## src/rtl/image_crop_stream_if.sv

```systemverilog
// AXI-Stream style pixel channel (TDATA/TVALID/TREADY) shared by the crop
// stage's input and output ports.
interface image_crop_stream_if #(
  parameter int DATA_W = 16
);
  logic [DATA_W-1:0] TDATA;
  logic              TVALID;
  logic              TREADY;

  modport master (output TDATA, output TVALID, input TREADY);
  modport slave  (input TDATA, input TVALID, output TREADY);
endinterface

```

## src/rtl/image_crop_stream.sv

```systemverilog
// Streaming crop: forwards the OUT_ROWS x OUT_COLS window of a raster frame.
// Optional CROP_ORIGIN_PORT_EN: runtime origin via crop_y1/crop_x1, clamped.
module image_crop_stream #(
  parameter int DATA_W   = 16,
  parameter int IN_ROWS  = 100,
  parameter int IN_COLS  = 160,
  parameter int OUT_ROWS = 48,
  parameter int OUT_COLS = 48,
  parameter int Y_1      = 10,
  parameter int X_1      = 10
) (
  input  logic                        ap_clk,
  input  logic                        ap_rst_n,
  input  logic                        ap_start,
  output logic                        ap_done,
  output logic                        ap_idle,
  output logic                        ap_ready,
`ifdef CROP_ORIGIN_PORT_EN
  input  logic [$clog2(IN_ROWS)-1:0]  crop_y1,
  input  logic [$clog2(IN_COLS)-1:0]  crop_x1,
`endif
  image_crop_stream_if.slave          img_in_V_data_0_V,
  image_crop_stream_if.master         conv2d_input_V_data_0_V
);

  localparam int ROW_W = $clog2(IN_ROWS);
  localparam int COL_W = $clog2(IN_COLS);

  typedef enum logic [1:0] {S_IDLE, S_RUN, S_DRAIN, S_DONE} state_t;

  state_t              r_state;
  state_t              w_state_nxt;
  logic [ROW_W-1:0]    r_row;
  logic [COL_W-1:0]    r_col;
  logic [ROW_W-1:0]    r_y1;
  logic [COL_W-1:0]    r_x1;
  logic [ROW_W-1:0]    w_y1_src;
  logic [COL_W-1:0]    w_x1_src;
  logic [ROW_W-1:0]    w_row_off;
  logic [COL_W-1:0]    w_col_off;
  logic                r_out_valid;
  logic [DATA_W-1:0]   r_out_data;
  logic                r_ap_ready;
  logic                w_in_win;
  logic                w_in_ready;
  logic                w_in_fire;
  logic                w_load;
  logic                w_out_fire;
  logic                w_last_px;
  logic                w_col_wrap;

`ifdef CROP_ORIGIN_PORT_EN
  localparam logic [ROW_W-1:0] Y_MAX = ROW_W'(IN_ROWS - OUT_ROWS);
  localparam logic [COL_W-1:0] X_MAX = COL_W'(IN_COLS - OUT_COLS);
  assign w_y1_src = (crop_y1 > Y_MAX) ? Y_MAX : crop_y1;
  assign w_x1_src = (crop_x1 > X_MAX) ? X_MAX : crop_x1;
`else
  assign w_y1_src = ROW_W'(Y_1);
  assign w_x1_src = COL_W'(X_1);
`endif

  // Offsets only meaningful once row>=y1 and col>=x1; the extra MSB keeps
  // the compare against OUT_* exact even when the window spans the frame.
  assign w_row_off = r_row - r_y1;
  assign w_col_off = r_col - r_x1;
  assign w_in_win  = (r_row >= r_y1) && (r_col >= r_x1) &&
                     ({1'b0, w_row_off} < (ROW_W+1)'(OUT_ROWS)) &&
                     ({1'b0, w_col_off} < (COL_W+1)'(OUT_COLS));

  assign w_col_wrap = (r_col == COL_W'(IN_COLS - 1));
  assign w_last_px  = w_col_wrap && (r_row == ROW_W'(IN_ROWS - 1));
  assign w_out_fire = r_out_valid && conv2d_input_V_data_0_V.TREADY;
  assign w_in_fire  = img_in_V_data_0_V.TVALID && w_in_ready;
  assign w_load     = w_in_fire && w_in_win;

  always_comb begin
    w_state_nxt = r_state;
    w_in_ready  = 1'b0;
    case (r_state)
      S_IDLE: begin
        if (ap_start) w_state_nxt = S_RUN;
      end
      S_RUN: begin
        w_in_ready = w_in_win ? (!r_out_valid || conv2d_input_V_data_0_V.TREADY) : 1'b1;
        if (img_in_V_data_0_V.TVALID && w_in_ready && w_last_px) w_state_nxt = S_DRAIN;
      end
      S_DRAIN: begin
        if (!r_out_valid || conv2d_input_V_data_0_V.TREADY) w_state_nxt = S_DONE;
      end
      S_DONE: begin
        w_state_nxt = S_IDLE;
      end
      default: begin
        w_state_nxt = S_IDLE;
      end
    endcase
  end

  always_ff @(posedge ap_clk or negedge ap_rst_n) begin
    if (!ap_rst_n) r_state <= S_IDLE;
    else           r_state <= w_state_nxt;
  end

  always_ff @(posedge ap_clk or negedge ap_rst_n) begin
    if (!ap_rst_n) begin
      r_row      <= '0;
      r_col      <= '0;
      r_y1       <= '0;
      r_x1       <= '0;
      r_ap_ready <= 1'b0;
    end else begin
      r_ap_ready <= (r_state == S_IDLE) && ap_start;
      if ((r_state == S_IDLE) && ap_start) begin
        r_row <= '0;
        r_col <= '0;
        r_y1  <= w_y1_src;
        r_x1  <= w_x1_src;
      end else if (w_in_fire) begin
        if (w_col_wrap) begin
          r_col <= '0;
          r_row <= w_last_px ? '0 : r_row + 1'b1;
        end else begin
          r_col <= r_col + 1'b1;
        end
      end
    end
  end

  // A load in the same cycle as a drain keeps TVALID high.
  always_ff @(posedge ap_clk or negedge ap_rst_n) begin
    if (!ap_rst_n) begin
      r_out_valid <= 1'b0;
      r_out_data  <= '0;
    end else if (w_load) begin
      r_out_valid <= 1'b1;
      r_out_data  <= img_in_V_data_0_V.TDATA;
    end else if (w_out_fire) begin
      r_out_valid <= 1'b0;
    end
  end

  assign ap_done  = (r_state == S_DONE);
  assign ap_idle  = (r_state == S_IDLE);
  assign ap_ready = r_ap_ready;

  assign img_in_V_data_0_V.TREADY        = w_in_ready;
  assign conv2d_input_V_data_0_V.TDATA  = r_out_data;
  assign conv2d_input_V_data_0_V.TVALID = r_out_valid;

endmodule

```

## src/flat_wrapper.sv

```systemverilog
// flat-port wrapper written by rule: the top's interface ports become plain ports
module image_crop_stream_flat 
#(
  parameter int DATA_W   = 16,
  parameter int IN_ROWS  = 100,
  parameter int IN_COLS  = 160,
  parameter int OUT_ROWS = 48,
  parameter int OUT_COLS = 48,
  parameter int Y_1      = 10,
  parameter int X_1      = 10
)
  (ap_clk, ap_rst_n, ap_start, ap_done, ap_idle, ap_ready, img_in_V_data_0_V_TDATA, img_in_V_data_0_V_TVALID, img_in_V_data_0_V_TREADY, conv2d_input_V_data_0_V_TDATA, conv2d_input_V_data_0_V_TVALID, conv2d_input_V_data_0_V_TREADY);
  image_crop_stream_if #(.DATA_W(DATA_W)) img_in_V_data_0_V_i ();
  image_crop_stream_if #(.DATA_W(DATA_W)) conv2d_input_V_data_0_V_i ();
  input  logic ap_clk;
  input  logic ap_rst_n;
  input  logic ap_start;
  output logic ap_done;
  output logic ap_idle;
  output logic ap_ready;
  input wire logic [$bits(img_in_V_data_0_V_i.TDATA)-1:0] img_in_V_data_0_V_TDATA;
  input wire logic [$bits(img_in_V_data_0_V_i.TVALID)-1:0] img_in_V_data_0_V_TVALID;
  output wire logic [$bits(img_in_V_data_0_V_i.TREADY)-1:0] img_in_V_data_0_V_TREADY;
  output wire logic [$bits(conv2d_input_V_data_0_V_i.TDATA)-1:0] conv2d_input_V_data_0_V_TDATA;
  output wire logic [$bits(conv2d_input_V_data_0_V_i.TVALID)-1:0] conv2d_input_V_data_0_V_TVALID;
  input wire logic [$bits(conv2d_input_V_data_0_V_i.TREADY)-1:0] conv2d_input_V_data_0_V_TREADY;
  assign img_in_V_data_0_V_i.TDATA = img_in_V_data_0_V_TDATA;
  assign img_in_V_data_0_V_i.TVALID = img_in_V_data_0_V_TVALID;
  assign img_in_V_data_0_V_TREADY = img_in_V_data_0_V_i.TREADY;
  assign conv2d_input_V_data_0_V_TDATA = conv2d_input_V_data_0_V_i.TDATA;
  assign conv2d_input_V_data_0_V_TVALID = conv2d_input_V_data_0_V_i.TVALID;
  assign conv2d_input_V_data_0_V_i.TREADY = conv2d_input_V_data_0_V_TREADY;
  image_crop_stream #(.DATA_W(DATA_W), .IN_ROWS(IN_ROWS), .IN_COLS(IN_COLS), .OUT_ROWS(OUT_ROWS), .OUT_COLS(OUT_COLS), .Y_1(Y_1), .X_1(X_1)) u_core (.ap_clk(ap_clk), .ap_rst_n(ap_rst_n), .ap_start(ap_start), .ap_done(ap_done), .ap_idle(ap_idle), .ap_ready(ap_ready), .img_in_V_data_0_V(img_in_V_data_0_V_i), .conv2d_input_V_data_0_V(conv2d_input_V_data_0_V_i));
endmodule
```

## config.mk

```make
export PLATFORM = sky130hd
export DESIGN_NAME = image_crop_stream_flat
export DESIGN_NICKNAME = d
export VERILOG_FILES = /design/src/rtl/image_crop_stream_if.sv /design/src/rtl/image_crop_stream.sv /design/src/flat_wrapper.sv
export SDC_FILE = /design/constraint.sdc
export NUM_CORES = 1
export LEC_CHECK = 0
export ABC_AREA = 1
export BUFFER_PORTS_ARGS = -buffer_cell sky130_fd_sc_hd__buf_2
export CAP_MARGIN = 5
export CORE_ASPECT_RATIO = 1.2
export CORE_UTILIZATION = 40
export CTS_CLUSTER_SIZE = 25
export DETAILED_ROUTE_END_ITERATION = 6
export GPL_TIMING_DRIVEN = 1
export PLACE_DENSITY = 0.62
export REMOVE_ABC_BUFFERS = 1
export SETUP_SLACK_MARGIN = 0.2
export SYNTH_ARGS = -nofsm -noshare
export SYNTH_HDL_FRONTEND = slang
export SYNTH_SLANG_ARGS = --single-unit
```

## constraint.sdc

```tcl
create_clock -name ap_clk -period 4.3 [get_ports ap_clk]
set_input_delay 0.86 -clock ap_clk [delete_from_list [all_inputs] [get_ports ap_clk]]
set_output_delay 0.86 -clock ap_clk [all_outputs]
set_load 0.01 [all_outputs]
```

# After elaboration in Yosys (flattened, before gate mapping)
# Cells that the tools add are included.
# classes
muxes	15
reduce_logical	18
n_lt_le_gt_ge	4
n_eq_ne	8
n_addsub	4
# ops
op	count
$mux 7	4
$mux 8	3
$logic_and 1x1->1	10
$add 8x1->8 const B	1
$eq 8x8->1 const B	1
$ge 8x4->1	1
$lt 8x6->1 const B	1
$pmux 2 s4	1
$sub 8x4->8	1
$add 7x1->7 const B	1
$eq 7x7->1 const B	1
$ge 7x4->1	1
$lt 7x6->1 const B	1
$sub 7x4->7	1
$mux 2	3
$reduce_bool 2->1	3
$eq 2x2->1 const B	2
$mux 1	4
$ne 2x1->1 const B	2
$reduce_and 3->1	1
$eq 2x1->1 const B	1
$logic_not 2->1	1
$ne 2x2->1 const B	1
$reduce_and 2->1	1
2 further kinds	2
# totals
inputBits	21
elab_cells	56
output_inout_bits	21
register_bits	36

# Longest topological paths before layout
# Gate-level depths: netlist (run 1).
# logic_depth
depth_word	9
ltp_mapped	14

# Worst setup path before layout (run 1)
# No wires, ideal clock.
# synth_path
path_type	input to output
startpoint	input port conv2d_input_V_data_0_V_TREADY
endpoint	output port img_in_V_data_0_V_TREADY
required_time_ns	3.440
path_stages	6
t_arrival_ns	1.301
n_path_buf	0
setup_slack_ns	2.139
cell_sequence	inv_1 > nand2_1 > inv_1 > nand3_1 > nand2_1 > inv_1
# synth_between
elab_chain_cells	3
# synth_lines
element	line_no	source
from (decl)	flat_wrapper.sv:26	input wire logic [$bits(conv2d_input_V_data_0_V_i.TREADY)-1:0] conv2d_input_V_data_0_V_TREADY;
$logic_or 1x1->1	image_crop_stream.sv:84	w_in_ready = w_in_win ? (!r_out_valid || conv2d_input_V_data_0_V.TREADY) : 1'b1;
$mux 1	image_crop_stream.sv:84	
$mux 1	image_crop_stream.sv:79	case (r_state)
to (decl)	flat_wrapper.sv:23	output wire logic [$bits(img_in_V_data_0_V_i.TREADY)-1:0] img_in_V_data_0_V_TREADY;
# Every way passes these cells.

# Final worst setup path (run 1)
# layout_path
startpoint	register u_core.r_row[3]
endpoint	output port img_in_V_data_0_V_TREADY
# layout_between
elab_chain_cells	6
word_cells_on_any_way	8
# layout_lines
element	line_no	source
from (decl)	image_crop_stream.sv:33	logic [ROW_W-1:0] r_row;
from (signal assigned)	image_crop_stream.sv:121	r_row <= w_last_px ? '0 : r_row + 1'b1;
$sub 7x4->7 / $ge 7x4->1 (equally long branches)	image_crop_stream.sv:64, image_crop_stream.sv:66	
$lt 7x6->1 / $logic_and 1x1->1 (equally long branches)	image_crop_stream.sv:67, image_crop_stream.sv:66	
$logic_and 1x1->1 *	image_crop_stream.sv:66	assign w_in_win = (r_row >= r_y1) && (r_col >= r_x1) &&
$logic_and 1x1->1 *	image_crop_stream.sv:67	({1'b0, w_row_off} < (ROW_W+1)'(OUT_ROWS)) &&
$mux 1 *	image_crop_stream.sv:84	
$mux 1 *	image_crop_stream.sv:79	
# Every way passes the cells marked *; elsewhere a longest branch is shown, timed or not.

==> impl_metrics.yaml, run 1 <==
outcome:
  outcome: "finished with violations"
  violations: "DRC"
timing:
  final_max_slew_viol_count: 0
  period_minus_slack_ns: 2.577
  whs_ns: 0.4792
  worst_pin_slew_ns: 0.7984
  skew_ns: 0.008973
  finalSetupViolations: 0
  fmaxAchievable_mhz: 388.0
  rsz0062_at_grt: "no"
  post-route-period-util_pct: 59.94
  slew_headroom_pct: 46.77
  fin_ws_ns: 1.723
  setup_tns_ns: 0
  finalHoldViolCount: 0
setup_path:
  required_ns: 3.44
  rr_endpoint: "u_core.conv2d_input_V_data_0_V.TDATA[6]$_DFFE_PN0P_"
  crit_type: "flip-flop to primary output"
  r2r-start: "u_core.r_row[3]$_DFFE_PN0P_"
  path_max_fanout: 6
  crit_path_end_kind: "primary output"
  reg2reg_depth: 9
  cp-start-kind: "flip-flop"
  worstPathArrival_ns: 1.72
  r2r_setup_slack_ns: 2.18
global_route:
  grt_util_all_layers_pct: 15.96
  antenna_found_initial: 0
  grt_pass1_vias: 1525
  grt_pass1_wl_mm: 6.548
  grt_overflow_total: 0
  grt_max_degree: 37
pwr:
  ir_drop_v: 0.0001857
  p_total_mw: 0.9322
  p_leak_nw: 1.391
  powerDensity_nw_per_um2: 385.8
clock_network:
  cts_root_buf: "clkbuf_8"
  numClockSinks: 36
  cts_tree: "built"
  post_cts_buffers: 0
  insertion_delay_ns: 0.29
  htreeDepth: 2
  cts.hold.buffers_added: 0
  cts_buffer_depth: 2
  cts_resized: 0
  numCtsBuffers: 5
  clkTransAtPathRegs_ns: 0.08
synth:
  yosysTopAreaCellShare_pct: 44.06
  synth_flop_cell: "dfrtp_1"
  syn_area_um2: 2044
  syn_avg_cell_area_um2: 8.145
  synth_edf_count: 0
  synthCells: 251
  synth_area_leaders: "dfrtp_1 (44%), nand2_1 (13%), o21ai_2 (6.9%)"
  async_reset_ff_share_pct: 100.0
  ys_types: 25
  synthTopCellsByCount: "nand2_1 (73), inv_1 (37), dfrtp_1 (36)"
  synth-seq-cells: 36
  ys_seq_area_share_pct: 44.06
  yosysTopAreaCell: "dfrtp_1"
  yosysMostFrequentCell: "nand2_1"
  yosys_warnings: 0
flow_run:
  cap_violations: 0
cells_and_area:
  design_area_um2: 2416
  num_antenna_cells: 0
  fillerInstances: 465
  fin_nets: 323
  final_core_util_pct: 48.91
  drive_above_1_share_pct: 25.26
  area_growth_pct: 18.18
  instances_no_fill: 353
placed_design:
  dp_slack_ns: 1.893
  place_inst: 345
  place_congestion: 0.7887
  hpwl_mm: 2.804
  port-buffer-count: 41
  placed_cell_area_um2: 2257
floorplanning:
  die_area_um2: 5402
  rows: 28
  coreArea_um2: 4940
  io_pins: 42
  die_w_um: 67.27
  die_y_um: 80.32
  start_util_pct: 41.39
drt:
  first_pass_iters: 6
  via_per_inst: 4.618
  routed_wl_mm: 3.824
  drc_errors: 1
  wl_per_cell_um: 10.83
  num_vias: 1630
  postRouteAntennaNets: 0
  drt-initial-drc-count: 77
hold_path:
  hold_start: "u_core.conv2d_input_V_data_0_V.TDATA[2]$_DFFE_PN0P_"
  hold_depth: 2
  holdPathEnd: "u_core.conv2d_input_V_data_0_V.TDATA[2]$_DFFE_PN0P_"
  min_path_type: "flip-flop to flip-flop"
registers in the layout, summed over array words and instances (netlist names):
register,flops
u_core.ap_ready,1
u_core.r_col,8
u_core.conv2d_input_V_data_0_V.TDATA,16
u_core.r_y1,1
u_core.conv2d_input_V_data_0_V.TVALID,1
u_core.r_row,7
u_core.r_state,2
logic make-up after synthesis:
logic type               after synthesis  synth area share, %
flip-flops                            36                44.06
buffers and inverters                 46                10.46
AND/OR/NAND/NOR                      125                26.44
adder cells (fa/ha/maj)               10                6.120
AO/OA/AOI/OAI                         25                9.057
XOR/XNOR                               9                3.856
cell usage in the layout (no fill, tap or decap):
master	synthesis	final
a21oi_1	2	2
and2_2	1	1
buf_2	0	41
bufinv_16	0	3
clkbuf_8	0	5
dfrtp_1	36	36
ha_1	10	10
inv_1	37	37
inv_2	2	2
nand2_1	73	73
nand2_2	2	2
nand3_1	15	15
nand3_2	1	1
nand4_1	1	1
nand4_4	1	1
nor2_1	24	24
nor3_1	4	4
nor3_2	1	1
nor3b_1	1	1
o21ai_0	1	1
o21ai_1	6	6
o21ai_2	16	16
or2_2	1	1
xnor2_1	1	1
xor2_1	8	8
layer usage:
layer | global-route usage (%) | wire length [um] | vias up
li1 | - | - | 852
met1 | 19.80 | 1783 | 726
met2 | 25.70 | 1766 | 43
met3 | 4.261 | 192 | 9
met4 | 6.596 | 82 | 0
met5 | 0 | 0 | -
layout make-up:
cell class | count | area [um^2] | share of cell area [%]
Multi-Input combinational cell | 169 | 929.6 | 38.48
Sequential cell | 36 | 900.9 | 37.29
Timing Repair Buffer | 41 | 205.2 | 8.493
Inverter | 39 | 146.4 | 6.059
Clock inverter | 3 | 90.09 | 3.729
Tap cell | 60 | 75.07 | 3.107
Clock buffer | 5 | 68.82 | 2.848
how the worst max path moves through the flow:
stage	slack (ns)	from	depth (start not counted)	end
6_report	1.72	u_core.r_row[3]$_DFFE_PN0P_	9	img_in_V_data_0_V_TREADY
5_1_grt	1.54	u_core.r_y1[1]$_DFFE_PN0P_	10	img_in_V_data_0_V_TREADY
4_1_cts	1.72	u_core.r_y1[1]$_DFFE_PN0P_	10	img_in_V_data_0_V_TREADY
3_5_place_dp	1.89	conv2d_input_V_data_0_V_TREADY	8	img_in_V_data_0_V_TREADY
3_3_place_gp	1.92	conv2d_input_V_data_0_V_TREADY	8	img_in_V_data_0_V_TREADY
2_1_floorplan	2.14	conv2d_input_V_data_0_V_TREADY	6	img_in_V_data_0_V_TREADY
critical path, cell delays in order, from the launching register on:
cell and delay [ns]:
dfrtp_1 0.45, ha_1 0.30, nand2_1 0.07, nand2_1 0.06, nand2_1 0.04, nor2_1 0.14
nand3_1 0.12, nand2_1 0.07, inv_1 0.03, buf_2 0.13
power breakdown:
part           internal, mW  switching, mW
clock network         0.290          0.128
logic                0.0514         0.0726
registers             0.362         0.0282
No activity file was read; power rests on OpenSTA's default activity.
==> run 2, diff against run 1 <==
Clock period 4.3 ns to 2.46 ns, I/O delays scaled along.
==> impl_metrics.yaml, run 2 (synthesis gave the netlist of run 1 again) <==
setup_path:
  r2r-start: "u_core.r_y1[1]$_DFFE_PN0P_"
  required_ns: 1.97
  crit_family: "simple AND/OR/NAND/NOR gates"
  crit_path_end_kind: "primary output"
  cp_common_cell: "nand2_1"
  worstPathArrival_ns: 1.66
  crit_type: "flip-flop to primary output"
  slowest_delay_ns: 0.41
  rr_endpoint: "u_core.r_row[3]$_DFFE_PN0P_"
  cp_cell_sequence: "buf_4 -> ha_1 -> nand2_1 -> nand2_1 -> nand2_1 -> nand2_1 -> nand2_2 -> nand3_2 -> nand2_1 -> inv_1 -> buf_2"
  crit_slowest_cell: "dfrtp_1"
  cp-endpoint: "img_in_V_data_0_V_TREADY"
  cp-start-kind: "flip-flop"
  crit_cells: 11
  path_max_fanout: 3
  worst-path-buf-inv: 3
  reg2reg_depth: 12
  r2r_setup_slack_ns: 0.49
  worstSetupStartpoint: "u_core.r_y1[1]$_DFFE_PN0P_"
cells_and_area:
  drive_above_1_share_pct: 27.36
  fin_nets: 327
  mostFrequentLayoutCell: "nand2_1"
  area_growth_pct: 17.75
  multi_input_area_um2: 960.9
  final_cell_mix: "nand2_1 (72), buf_2 (41), inv_1 (36), dfrtp_1 (36), nor2_1 (23)"
  fillerInstances: 493
  seq_area_um2: 900.9
  largest_reg_flops: 16
  num_antenna_cells: 0
global_route:
  grt_max_degree: 37
  grt_pass1_vias: 1516
  grt_pass1_wl_mm: 6.541
  grt_util_all_layers_pct: 15.94
  grt_overflow_total: 0
  antenna_found_initial: 0
placed_design:
  port-buffer-count: 41
  hpwl_mm: 2.781
  dp_slack_ns: 0.3501
  place_congestion: 0.7975
clock_network:
  insertion_delay_ns: 0.28
  htreeDepth: 2
  cts_tree: "built"
  cts_root_buf: "clkbuf_8"
  numClockSinks: 36
  cts_buffer_depth: 2
  cts.hold.buffers_added: 0
  clkTransAtPathRegs_ns: 0.07
  numCtsBuffers: 5
timing:
  final_max_slew_viol_count: 0
  period_minus_slack_ns: 2.154
  post-route-period-util_pct: 87.55
  fin_ws_ns: 0.3061
  worst_pin_slew_ns: 0.7988
  setup_tns_ns: 0
  finalHoldViolCount: 0
  slew_headroom_pct: 46.75
  fmaxAchievable_mhz: 464.3
  finalSetupViolations: 0
  rsz0062_at_grt: "yes"
  skew_ns: 0.002296
floorplanning:
  start_util_pct: 41.39
  io_pins: 42
  die_area_um2: 5402
  rows: 28
  die_y_um: 80.32
  coreArea_um2: 4940
  die_w_um: 67.27
drt:
  drc_errors: 0
  via_per_inst: 4.711
  num_vias: 1677
  postRouteAntennaNets: 0
  first_pass_iters: 4
  drt-initial-drc-count: 27
  wl_per_cell_um: 11.14
  routed_wl_mm: 3.967
flow_run:
  cap_violations: 0
pwr:
  powerDensity_nw_per_um2: 565.9
  ir_drop_v: 0.0003100
  p_leak_nw: 1.375
outcome:
  outcome: "completed"
hold_path:
  min_path_type: "input pin to async pin"
run 2: what timing repair did:
action / 4_1_cts / 5_1_grt
endpoints found under the setup margin: 0 / 17
hold endpoints to repair: 0 / 0
buffers inserted: 0 / 1
gates resized for setup: 0 / 5
run 2: power breakdown:
group | total (mW) | switching [mW] | internal (mW)
clock | 0.461 | 0.212 | 0.250
sequential | 0.680 | 0.0469 | 0.633
combinational | 0.221 | 0.129 | 0.0924
run 2: area by class of cell:
cell class,instances,share of cell area (%)
Inverter,39,6.081
Multi-Input combinational cell,170,39.92
Clock buffer,7,4.002
Tap cell,60,3.119
Sequential cell,36,37.42
Timing Repair Buffer,44,9.459
run 2: per-stage QoR:
step	power, mW	instances	utilization, %	cell area (um^2)	hold slack [ns]
3_3_place_gp	0.9013	347	46.00	2272	0.4620
2_1_floorplan	0.8408	244	-	1977	0.1964
5_1_grt	1.433	356	48.73	2407	0.3580
4_1_cts	1.373	354	47.95	2369	0.3296
3_5_place_dp	0.9088	347	46.00	2272	0.4662
6_report	1.362	356	48.73	2407	0.2922
run 2: worst min-delay path by stage:
stage | startpoint | endpoint
2_1_floorplan | ap_rst_n | u_core.ap_ready$_DFF_PN0_
3_3_place_gp | u_core.conv2d_input_V_data_0_V.TDATA[10]$_DFFE_PN0P_ | u_core.conv2d_input_V_data_0_V.TDATA[10]$_DFFE_PN0P_
3_5_place_dp | u_core.conv2d_input_V_data_0_V.TDATA[8]$_DFFE_PN0P_ | u_core.conv2d_input_V_data_0_V.TDATA[8]$_DFFE_PN0P_
4_1_cts | ap_rst_n | u_core.r_col[0]$_DFFE_PN0P_
5_1_grt | ap_rst_n | u_core.r_col[1]$_DFFE_PN0P_
6_report | ap_rst_n | u_core.r_y1[1]$_DFFE_PN0P_
run 2: metal layers:
layer / GRT usage, % / wire length, um
met2: 26.30 / 1911
met1: 20.11 / 1834
met4: 5.106 / 46
met5: 0 / 0
met3: 3.835 / 174
==> run 3, diff against run 2 <==
Settings changed: CORE_UTILIZATION 40 to 35, HOLD_SLACK_MARGIN set to 0.02, PLACE_DENSITY 0.62 to 0.56.
==> impl_metrics.yaml, run 3 (synthesis gave the netlist of run 1 again) <==
outcome:
  outcome: "completed"
global_route:
  grt_pass1_vias: 1594
  grt_util_all_layers_pct: 14.07
  grt_pass1_wl_mm: 6.858
  antenna_found_initial: 0
  grt_overflow_total: 0
  grt_max_degree: 37
pwr:
  powerDensity_nw_per_um2: 556.0
  p_total_mw: 1.329
  p_leak_nw: 1.370
  ir_drop_v: 0.0003012
setup_path:
  path_max_fanout: 3
  worst-path-buf-inv: 3
  crit_slowest_cell: "dfrtp_1"
  reg2reg_depth: 12
  rr_endpoint: "u_core.r_row[0]$_DFFE_PN0P_"
  crit_type: "flip-flop to primary output"
  crit_path_end_kind: "primary output"
  worstPathArrival_ns: 1.65
  crit_cells: 10
  cp-start-kind: "flip-flop"
  cp_cell_sequence: "inv_1 -> ha_1 -> nand2_1 -> nand2_1 -> nand2_1 -> nor2_2 -> nand3_2 -> nand2_1 -> inv_1 -> buf_2"
  worstSetupStartpoint: "u_core.r_y1[1]$_DFFE_PN0P_"
  required_ns: 1.97
  r2r_setup_slack_ns: 0.50
  cp_common_cell: "nand2_1"
  r2r-start: "u_core.r_y1[1]$_DFFE_PN0P_"
  slowest_delay_ns: 0.38
  cp-endpoint: "img_in_V_data_0_V_TREADY"
  crit_family: "simple AND/OR/NAND/NOR gates"
cells_and_area:
  final_cell_mix: "nand2_1 (73), buf_2 (41), inv_1 (37)"
  largest_reg_flops: 16
  num_antenna_cells: 0
  design_area_um2: 2391
  drive_above_1_share_pct: 26.44
  fin_nets: 325
  mostFrequentLayoutCell: "nand2_1"
  fillerInstances: 589
  area_growth_pct: 16.95
clock_network:
  cts_tree: "built"
  post_cts_buffers: 0
  numCtsBuffers: 5
  cts.hold.buffers_added: 0
  clkTransAtPathRegs_ns: 0.07
  cts_root_buf: "clkbuf_8"
  cts_buffer_depth: 2
  numClockSinks: 36
  insertion_delay_ns: 0.28
  cts_resized: 0
  htreeDepth: 2
floorplanning:
  coreArea_um2: 5630
  rows: 30
  die_area_um2: 6152
  die_y_um: 85.73
  io_pins: 42
  die_w_um: 71.77
  start_util_pct: 36.31
timing:
  slew_headroom_pct: 45.21
  finalHoldViolCount: 0
  skew_ns: 0.003225
  rsz0062_at_grt: "yes"
  setup_tns_ns: 0
  final_max_slew_viol_count: 0
  period_minus_slack_ns: 2.144
  finalSetupViolations: 0
  worst_pin_slew_ns: 0.8219
  post-route-period-util_pct: 87.17
  fmaxAchievable_mhz: 466.4
drt:
  first_pass_iters: 4
  routed_wl_mm: 3.987
  via_per_inst: 4.540
  drc_errors: 0
  num_vias: 1630
  wl_per_cell_um: 11.11
  drt-initial-drc-count: 54
  postRouteAntennaNets: 0
placed_design:
  hpwl_mm: 2.783
  placed_cell_area_um2: 2270
  place_congestion: 0.7509
  port-buffer-count: 41
hold_path:
  min_path_type: "input pin to async pin"
flow_run:
  cap_violations: 0
## run 3: cell count changes in the layout (fill, tap and decap cells not counted)
| cell | previous run | this run |
|---|---|---|
| nand2_1 | 72 | 73 |
| clkinv_2 | 0 | 2 |
| nand2_2 | 3 | 2 |
| clkbuf_8 | 7 | 6 |
| inv_1 | 36 | 37 |
| buf_4 | 3 | 1 |
| inv_2 | 3 | 2 |
## run 3: worst register-to-register path, cell delays in order (launching register included)
cell and delay, ns:
dfrtp_1 0.38, inv_1 0.09, ha_1 0.29, nand2_1 0.08
nand2_1 0.05, nand2_1 0.05, nand2_1 0.08, nand3_2 0.09
nand3_2 0.08, nand2_2 0.33, nand2_2 0.19, nand2_1 0.10
nand2_1 0.05
## run 3: cell type report
type	instances	area, um^2	area share (%)
clock inverter	2	10.01	0.4186
timing repair buffer	42	212.7	8.896
tap	64	80.08	3.349
sequential	36	900.9	37.68
clock buffer	6	82.58	3.454
inverter	39	146.4	6.122
multi-input combinational	170	958.4	40.08
## run 3: per-layer routing
layer  global-route usage (%)  part of all wire [%]  vias up
li1                         -                     -      856
met1                    17.65                    47      731
met2                    23.50                    47       38
met3                    3.525                   4.5        5
met4                    4.813                   1.3        0
met5                        0                     0        -
## run 3: through the flow
| stage | setup WS [ns] | util, % | hold slack (ns) | instances |
|---|---|---|---|---|
| final | 0.3157 | 42.47 | 0.3031 | 359 |
| after global routing | 0.1546 | 42.47 | 0.3712 | 359 |
| after CTS | 0.2729 | 41.96 | 0.3353 | 358 |
| after detailed placement | 0.3815 | 40.31 | 0.4659 | 350 |
| after global placement | 0.4280 | 40.31 | 0.4619 | 350 |
| after floorplan | 0.6149 | - | 0.1964 | 244 |
## run 3: power by group
part / switching (mW) / leakage (nW) / internal (mW)
logic: 0.125 / 0.835 / 0.0888
registers: 0.0489 / 0.483 / 0.633
clock network: 0.210 / 0.0510 / 0.224
## run 3: worst min path at each step
stage	start	end	slack, ns	cells after the start
global route	ap_rst_n	u_core.conv2d_input_V_data_0_V.TDATA[1]$_DFFE_PN0P_	0.37	1
CTS	ap_rst_n	u_core.conv2d_input_V_data_0_V.TDATA[13]$_DFFE_PN0P_	0.34	1
detailed placement	u_core.conv2d_input_V_data_0_V.TDATA[6]$_DFFE_PN0P_	u_core.conv2d_input_V_data_0_V.TDATA[6]$_DFFE_PN0P_	0.47	2
global placement	u_core.conv2d_input_V_data_0_V.TDATA[6]$_DFFE_PN0P_	u_core.conv2d_input_V_data_0_V.TDATA[6]$_DFFE_PN0P_	0.46	2
finish	ap_rst_n	u_core.r_row[4]$_DFFE_PN0P_	0.30	1
floorplan	ap_rst_n	u_core.ap_ready$_DFF_PN0_	0.20	0
